**config.mk**
```make
export PLATFORM = sky130hd
export DESIGN_NAME = reg_file_mp
export DESIGN_NICKNAME = d
export VERILOG_FILES = /design/src/rtl/reg_file_mp.sv
export SDC_FILE = /design/constraint.sdc
export NUM_CORES = 2
export LEC_CHECK = 0
export CAP_MARGIN = 20
export CORE_UTILIZATION = 45
export CTS_BUF_LIST = sky130_fd_sc_hd__clkbuf_8
export DETAILED_ROUTE_END_ITERATION = 8
export SLEW_MARGIN = 5
export SYNTH_ARGS = -nofsm -noshare
export SYNTH_HDL_FRONTEND = slang
export SYNTH_SLANG_ARGS = --single-unit
export TNS_END_PERCENT = 5
```
**constraint.sdc**
```tcl
create_clock -name clk -period 4.25 [get_ports clk]
set_clock_uncertainty 0.1 [all_clocks]
set_input_delay 0.425 -clock clk [delete_from_list [all_inputs] [get_ports clk]]
set_output_delay 0.425 -clock clk [all_outputs]
set_load 0.01 [all_outputs]
```
**src/rtl/reg_file_mp.sv**
```systemverilog
// Parametrised multi-port GPR file: NUM_RD combinational reads, NUM_WR clocked writes,
// optional write-to-read bypass and a one-entry-per-cycle clear sweep.
module reg_file_mp #(
    parameter int DATA_W  = 32,
    parameter int ADDR_W  = 5,
    parameter int NUM_RD  = 2,
    parameter int NUM_WR  = 2,
    parameter bit BYPASS  = 1'b1,
    parameter bit ZERO_R0 = 1'b1
) (
    input  logic                     clk,
    input  logic                     rst_n,
    input  logic [NUM_RD*ADDR_W-1:0] rd_addr,
    output logic [NUM_RD*DATA_W-1:0] rd_data,
    input  logic [NUM_WR-1:0]        wr_en,
    input  logic [NUM_WR*ADDR_W-1:0] wr_addr,
    input  logic [NUM_WR*DATA_W-1:0] wr_data,
    input  logic                     clr_req,
    output logic                     clr_busy,
    output logic                     clr_done
);

    localparam int DEPTH = 2 ** ADDR_W;
    localparam logic [ADDR_W-1:0] LAST_IDX = ADDR_W'(DEPTH - 1);

    typedef enum logic [1:0] {
        IDLE  = 2'd0,
        SWEEP = 2'd1,
        DONE  = 2'd2
    } clr_state_t;

    clr_state_t        state;
    clr_state_t        state_next;
    logic [ADDR_W-1:0] idx;
    logic [DATA_W-1:0] mem [DEPTH];
    logic              user_wr_ok;
    logic [NUM_WR-1:0] wr_live;

    assign user_wr_ok = (state == IDLE);

    // A write is live only outside the sweep and, with ZERO_R0, not aimed at entry 0.
    always_comb begin
        wr_live = '0;
        for (int j = 0; j < NUM_WR; j++) begin
            wr_live[j] = user_wr_ok && wr_en[j] &&
                         !(ZERO_R0 && (wr_addr[j*ADDR_W +: ADDR_W] == '0));
        end
    end

    always_ff @(posedge clk or negedge rst_n) begin
        if (!rst_n) begin
            state <= IDLE;
        end else begin
            state <= state_next;
        end
    end

    always_comb begin
        state_next = state;
        clr_busy   = 1'b0;
        clr_done   = 1'b0;
        case (state)
            IDLE: begin
                if (clr_req) begin
                    state_next = SWEEP;
                end
            end
            SWEEP: begin
                clr_busy = 1'b1;
                if (idx == LAST_IDX) begin
                    state_next = DONE;
                end
            end
            DONE: begin
                clr_done   = 1'b1;
                state_next = IDLE;
            end
            default: begin
                state_next = IDLE;
            end
        endcase
    end

    // Index is held at zero outside the sweep so every sweep starts at entry 0.
    always_ff @(posedge clk or negedge rst_n) begin
        if (!rst_n) begin
            idx <= '0;
        end else if (state == SWEEP && idx != LAST_IDX) begin
            idx <= idx + ADDR_W'(1);
        end else begin
            idx <= '0;
        end
    end

    // Later ports overwrite earlier ones in loop order, so the highest index wins.
    always_ff @(posedge clk or negedge rst_n) begin
        if (!rst_n) begin
            for (int i = 0; i < DEPTH; i++) begin
                mem[i] <= '0;
            end
        end else if (state == SWEEP) begin
            mem[idx] <= '0;
        end else begin
            for (int j = 0; j < NUM_WR; j++) begin
                if (wr_live[j]) begin
                    mem[wr_addr[j*ADDR_W +: ADDR_W]] <= wr_data[j*DATA_W +: DATA_W];
                end
            end
        end
    end

    always_comb begin
        rd_data = '0;
        for (int k = 0; k < NUM_RD; k++) begin
            rd_data[k*DATA_W +: DATA_W] = mem[rd_addr[k*ADDR_W +: ADDR_W]];
            if (BYPASS) begin
                for (int j = 0; j < NUM_WR; j++) begin
                    if (wr_live[j] &&
                        (wr_addr[j*ADDR_W +: ADDR_W] == rd_addr[k*ADDR_W +: ADDR_W])) begin
                        rd_data[k*DATA_W +: DATA_W] = wr_data[j*DATA_W +: DATA_W];
                    end
                end
            end
            if (ZERO_R0 && (rd_addr[k*ADDR_W +: ADDR_W] == '0)) begin
                rd_data[k*DATA_W +: DATA_W] = '0;
            end
        end
    end

endmodule

```
Yosys cells after proc, flatten, opt, wreduce, memory -nomap -nowiden:

Cells that the tools add are included.

* register bits after elaboration: 1031
* latch bits: 0
* memory bits (writable): 0
* ROM bits: 0
* output and inout port bits: 66
* word-level logic and storage cells: 110
* memories kept: 0

* $add $sub $neg: 1
* $mul: 0
* divide/modulo/power cells: 0
* order comparisons: 8
* equal/unequal tests: 10
* shift operators: 0
* multiplexer cells: 30
* bitwise logic cells: 7
* reductions and logical operators: 20

Operators with widths (count)
* $mux 1024: 4
* $bwmux 1024: 2
* $and 1024x1024->1024: 1
* $not 1024->1024: 1
* $demux 32 s5: 3
* $mux 32: 13
* $bmux 32 s5: 2
* $ge 6x6->1 const B: 5
* $not 5->6: 5
* $eq 5x5->1: 4
* $logic_not 5->1: 4
* $lt 6x1->1 const B: 3
* $logic_and 1x1->1: 12
* $add 5x1->5 const B: 1
* $eq 5x5->1 const B: 1
* $mux 5: 1
* $ne 5x5->1 const B: 1
* $mux 2: 2
* $ne 2x2->1 const B: 2
* $pmux 2 s2: 1
* $eq 2x1->1 const B: 1
* $eq 2x2->1 const B: 1
* $logic_not 1->1: 2
* $logic_not 2->1: 1
* 2 further kinds: 3

Depth between registers and ports, before layout:

* depth in word-level cells: 11
* gate-level depth with buffers: 10
* gate-level depth less buffers: 7

Worst setup path after synthesis:

Ideal clock, no wire load.

* path kind: input-to-output
* start point: input rd_addr[6]
* end point: output rd_data[43]
* arrival: 2299 ps
* required time: 3725 ps
* setup slack: 1426 ps
* stages on the path: 9
* cell sequence: clkbuf_1 buf_2 buf_2 clkbuf_1 mux2i_1 a22oi_1 a31oi_1 a31oi_1 a221o_1

* word-level cells in the longest chain between the ends: 7
* elaborated cells between the ends (all ways): 12
* classes of those cells: eq/ne: 2; mux: 6; bitwise: 1; reduce/logical: 3

Ends and longest elaborated chain
* from (decl): RTL line 13 `input logic [NUM_RD*ADDR_W-1:0] rd_addr,`
* $not 5->6 (not written as such): RTL line 115 `rd_data[k*DATA_W +: DATA_W] = mem[rd_addr[k*ADDR_W +: ADDR_W]];`
* $bmux 32 s5: RTL line 115
* $mux 32 (not written as such) (2 in series): RTL line 115
* $mux 32 (2 in series): RTL line 118 `if (wr_live[j] &&`
* $mux 32 *: RTL line 124 `if (ZERO_R0 && (rd_addr[k*ADDR_W +: ADDR_W] == '0)) begin`
* to (decl): RTL line 14 `output logic [NUM_RD*DATA_W-1:0] rd_data,`

Every way passes the cells marked *; elsewhere a longest branch is shown, timed or not. The select of a mux whose other input is x is not followed.

Final worst setup path:

* start point: register state[1]
* end point: output rd_data[52]

* word-level cells in the longest chain between the ends: 7
* elaborated cells between the ends (all ways): 10
* classes of those cells: mux: 3; reduce/logical: 7

Ends and longest elaborated chain
* from (decl): RTL line 32 `clr_state_t state;`
* from (signal assigned): RTL line 54 `state <= state_next;`
* $logic_not 2->1 *: RTL line 39 `assign user_wr_ok = (state == IDLE);`
* $logic_and 1x1->1 (2 in series): RTL line 45 `wr_live[j] = user_wr_ok && wr_en[j] &&`
* $logic_and 1x1->1: RTL line 118
* $mux 32: RTL line 118
* $mux 32 *: RTL line 118
* $mux 32 *: RTL line 124

Every way passes the cells marked *; elsewhere a longest branch is shown, timed or not.

==> summary.md <==
| Metric | Value |
|---|---|
| DRC errors left | 2 |
| 1st-iter DRT viols | 12500 |
| Worst setup endpoint | rd_data[52] |
| Top Ports | 155 |
| Vias | 73800 |
| Core Region | 159000 um^2 |
| DRT Wirelength | 343000 um |
| Power share of the clock group | 0.320 |
| Min cycle time layout | 4.22 ns |
| IO buf count | 154 |
| Period utilization | 0.992 |
| Tot GR Track Use | 0.409 |
| Hpwl dp | 214000 um |
| Max Transition Viols Final | 0 |
| H-tree levels | 4 |
| Largest family of logic cells by synthesized area | compound AO/OA/AOI/OAI gates |
| Compound-Gate Fraction of Synth Area | 0.333 |
| RSZ-0062 raised after global routing | true |
| Die height | 402 um |
| Setup total negative slack | 0 ns |
| Fin. Hold Viols | 0 |
| R2R Setup Slk | 0.99 ns |
| Row cnt | 146 |
| Adder-Cell Fraction of Synth Area | 0.000868 |
| # Max-Cap Violations | 0 |
| Sequential area share after synthesis | 0.358 |
| Post-Synth XOR/XNOR Area | 0.00267 |
| TritonCTS clock tree | yes |
| Critical Path RT | 3.72 ns |
| Clock Latency Late Sink | 1.01 ns |
| Most common cell after layout, fill and taps aside | o21ai_0 |
| Hold WC Path Type | in -> async |
| Overflow after GRT | 0 |
| Flop pwr share | 0.346 |
| Most frequent cells in the layout | o21ai_0, dfrtp_1, mux2i_1, a21oi_1, o2bb2ai_1 |
| Post-DR wirelength/cell | 34.4 um |
| Pin count of the biggest net entering global routing | 199 |
| Lkg Pwr | 34.3 nW |
| GPL Wtd Cong | 0.991 |
| Fin area | 81900 um^2 |
| Worst r2r src | state[1] |
| Clock Pin Slew Worst Setup and Hold Paths | 0.07 ns |
| Vias in the first global route | 69000 |
| Placed Area | 77800 um^2 |
| Post-route ant nets | 0 |
| Total power | 31.5 mW |
| Clk sinks | 1031 |
| Synthesis Warnings | 0 |
| Yosys cell types | 56 |
| Combinational share of power | 0.335 |
| Post-synth net total | 7958 |
| Ys flop type | dfrtp_1 |
| Root Buffer | clkbuf_8 |
| Sw Share | 0.412 |
| Die Area | 162000 um^2 |
| Failing checks | design-rule violations |
| Initial Utilization | 0.454 |
| R2r worst-path depth | 6 |
| Routed vias/inst | 7.41 |
| Die width | 402 um |
| Reg2reg end | mem[426] |
| CP Class | reg -> out |
| Critical path startpoint | state[1] |
| Setup violators final | 0 |
| Wire length of the first global-routing pass | 491000 um |
| Startpoint types | flop |
| CP Capture Type | output pin |
| Inserted Clock Buffers | 194 |
| Area delta synth->final | 13.7% |
| Fin util | 0.516 |
| Status | finished with violations |
| Syn Area/Cell | 9.17 um^2 |
| Antenna violations before repair | 14 |
| Slew headroom | 0.166 |
| Crit path max fanout | 24 |
| Gate Count Post-Synth | 7864 |
| Post-synth EDFFs | 0 |
| Arrival time worst endpoint | 3.69 ns |
| PD cells | 385 nW/um^2 |
| Int Power | 18.5 mW |
| Final nets | 7798 |
| Post-synth ARST share | 1.00 |
| Netlist area before placement | 72100 um^2 |
| Switching pwr | 13.0 mW |
| Share of cells above drive strength 1 | 0.145 |
| Worst Max-Slew Pin Slew | 1.25 ns |
| Pre-Repair DR Iteration Count | 9 |
| Post-synthesis mux area share | 0.199 |
| FMAX | 237 MHz |
| Max Root-Sink Buffers | 3 |
| Synthesis-stage register bit count | 1031 |
| Largest vdd supply drop | 0.360 mV |
| Synth Area in Simple Gates | 0.0481 |
[power by group through the flow]
stage	Clock (mW)	Combinational [mW]	Sequential [mW]
final	10.1	10.5	10.9
after global routing	10.5	11.0	11.0
after global placement	0	9.80	11.0
after floorplan	0	5.85	10.8
after detailed placement	0	10.0	11.0
after CTS	10.1	10.1	10.9
[final cells by class]
type / count / area (um^2)
diodes: 17 / 42.5
inverters: 63 / 236
clock inverters: 109 / 529
multi-input cells: 5759 / 42700
fillers: 14300 / 76800
repair buffers: 655 / 6720
well taps: 2072 / 2590
flip-flops and latches: 1031 / 25800
clock buffers: 242 / 3330
[critical path, stage by stage, from the launching register on]
cell	delay [ns]
dfrtp_2	0.50
nor3b_4	0.28
nand2_1	0.13
a211oi_4	0.28
buf_12	0.24
nor3b_2	0.09
buf_12	0.17
a221o_1	0.43
clkdlybuf4s50_1	0.54
[per-stage QoR]
| stage | worst slack, ns | instances | hold slack, ns |
|---|---|---|---|
| floorplan | 1.43 | 7864 | 0.0294 |
| global placement | -0.0366 | 9566 | 0.382 |
| detailed placement | 0.0809 | 9569 | 0.391 |
| CTS | 0.0285 | 9928 | 0.00911 |
| global route | -0.0229 | 9940 | 0.0402 |
| finish | 0.0340 | 9948 | 0.0231 |
[cell families after synthesis]
family / after synthesis
buf+inv: 1074
mux: 1194
xor+xnor: 22
flops: 1031
compound gates: 3786
fa+ha+maj: 5
simple gates: 752
[Yosys cell counts, types with 33 or more instances]
cell type  count  area [um^2]
a211oi_1      33          248
a21oi_1      908         4540
a222oi_1      43          430
a22o_1       325         2850
a22oi_1      276         2070
a31oi_1       64          400
and3_1        72          450
buf_1         44          165
buf_2        114          571
clkbuf_1     850         3190
dfrtp_1     1031        25800
inv_1         63          236
mux2_2        64          721
mux2i_1      943         9440
mux4_2       187         4210
nand2_1      180          676
nand3_1       44          220
nor2_1       301         1130
nor2b_1       43          269
nor4_1        34          213
o21ai_0     1327         6640
o22ai_1       62          388
o2bb2ai_1    576         5040
[layer usage]
| layer | vias up | track usage | wire length, um | part of all wire |
|---|---|---|---|---|
| met2 | 6086 | 0.572 | 141000 | 0.41 |
| li1 | 29900 | - | - | - |
| met3 | 1391 | 0.151 | 52100 | 0.15 |
| met1 | 36300 | 0.546 | 129000 | 0.38 |
| met5 | - | 0.00238 | 172 | 0.00050 |
| met4 | 20 | 0.217 | 21000 | 0.061 |
[state kept, by name (all words and copies together) (netlist names)]
signal	count
idx	5
state	2
mem	1024
[worst min path at each step]
stage	startpoint	to	slack, ns	cells past startpoint
6_report	rst_n	mem[772]	0.02	2
5_1_grt	rst_n	mem[772]	0.04	2
4_1_cts	rst_n	mem[772]	0.009	2
3_5_place_dp	mem[964]	mem[964]	0.39	2
3_3_place_gp	mem[962]	mem[962]	0.38	2
2_1_floorplan	rst_n	idx[0]	0.03	0
[timing repair]
action / 4_1_cts / 5_1_grt
gates cloned: 1 / 1
buffers inserted: 3 / 2
pin swaps: 5 / 3
hold endpoints to repair: 182 / 0
setup endpoints to repair: 64 / 9
resized for setup: 7 / 13
hold buffers: 4 / 0
No activity file was read; power rests on OpenSTA's default activity.
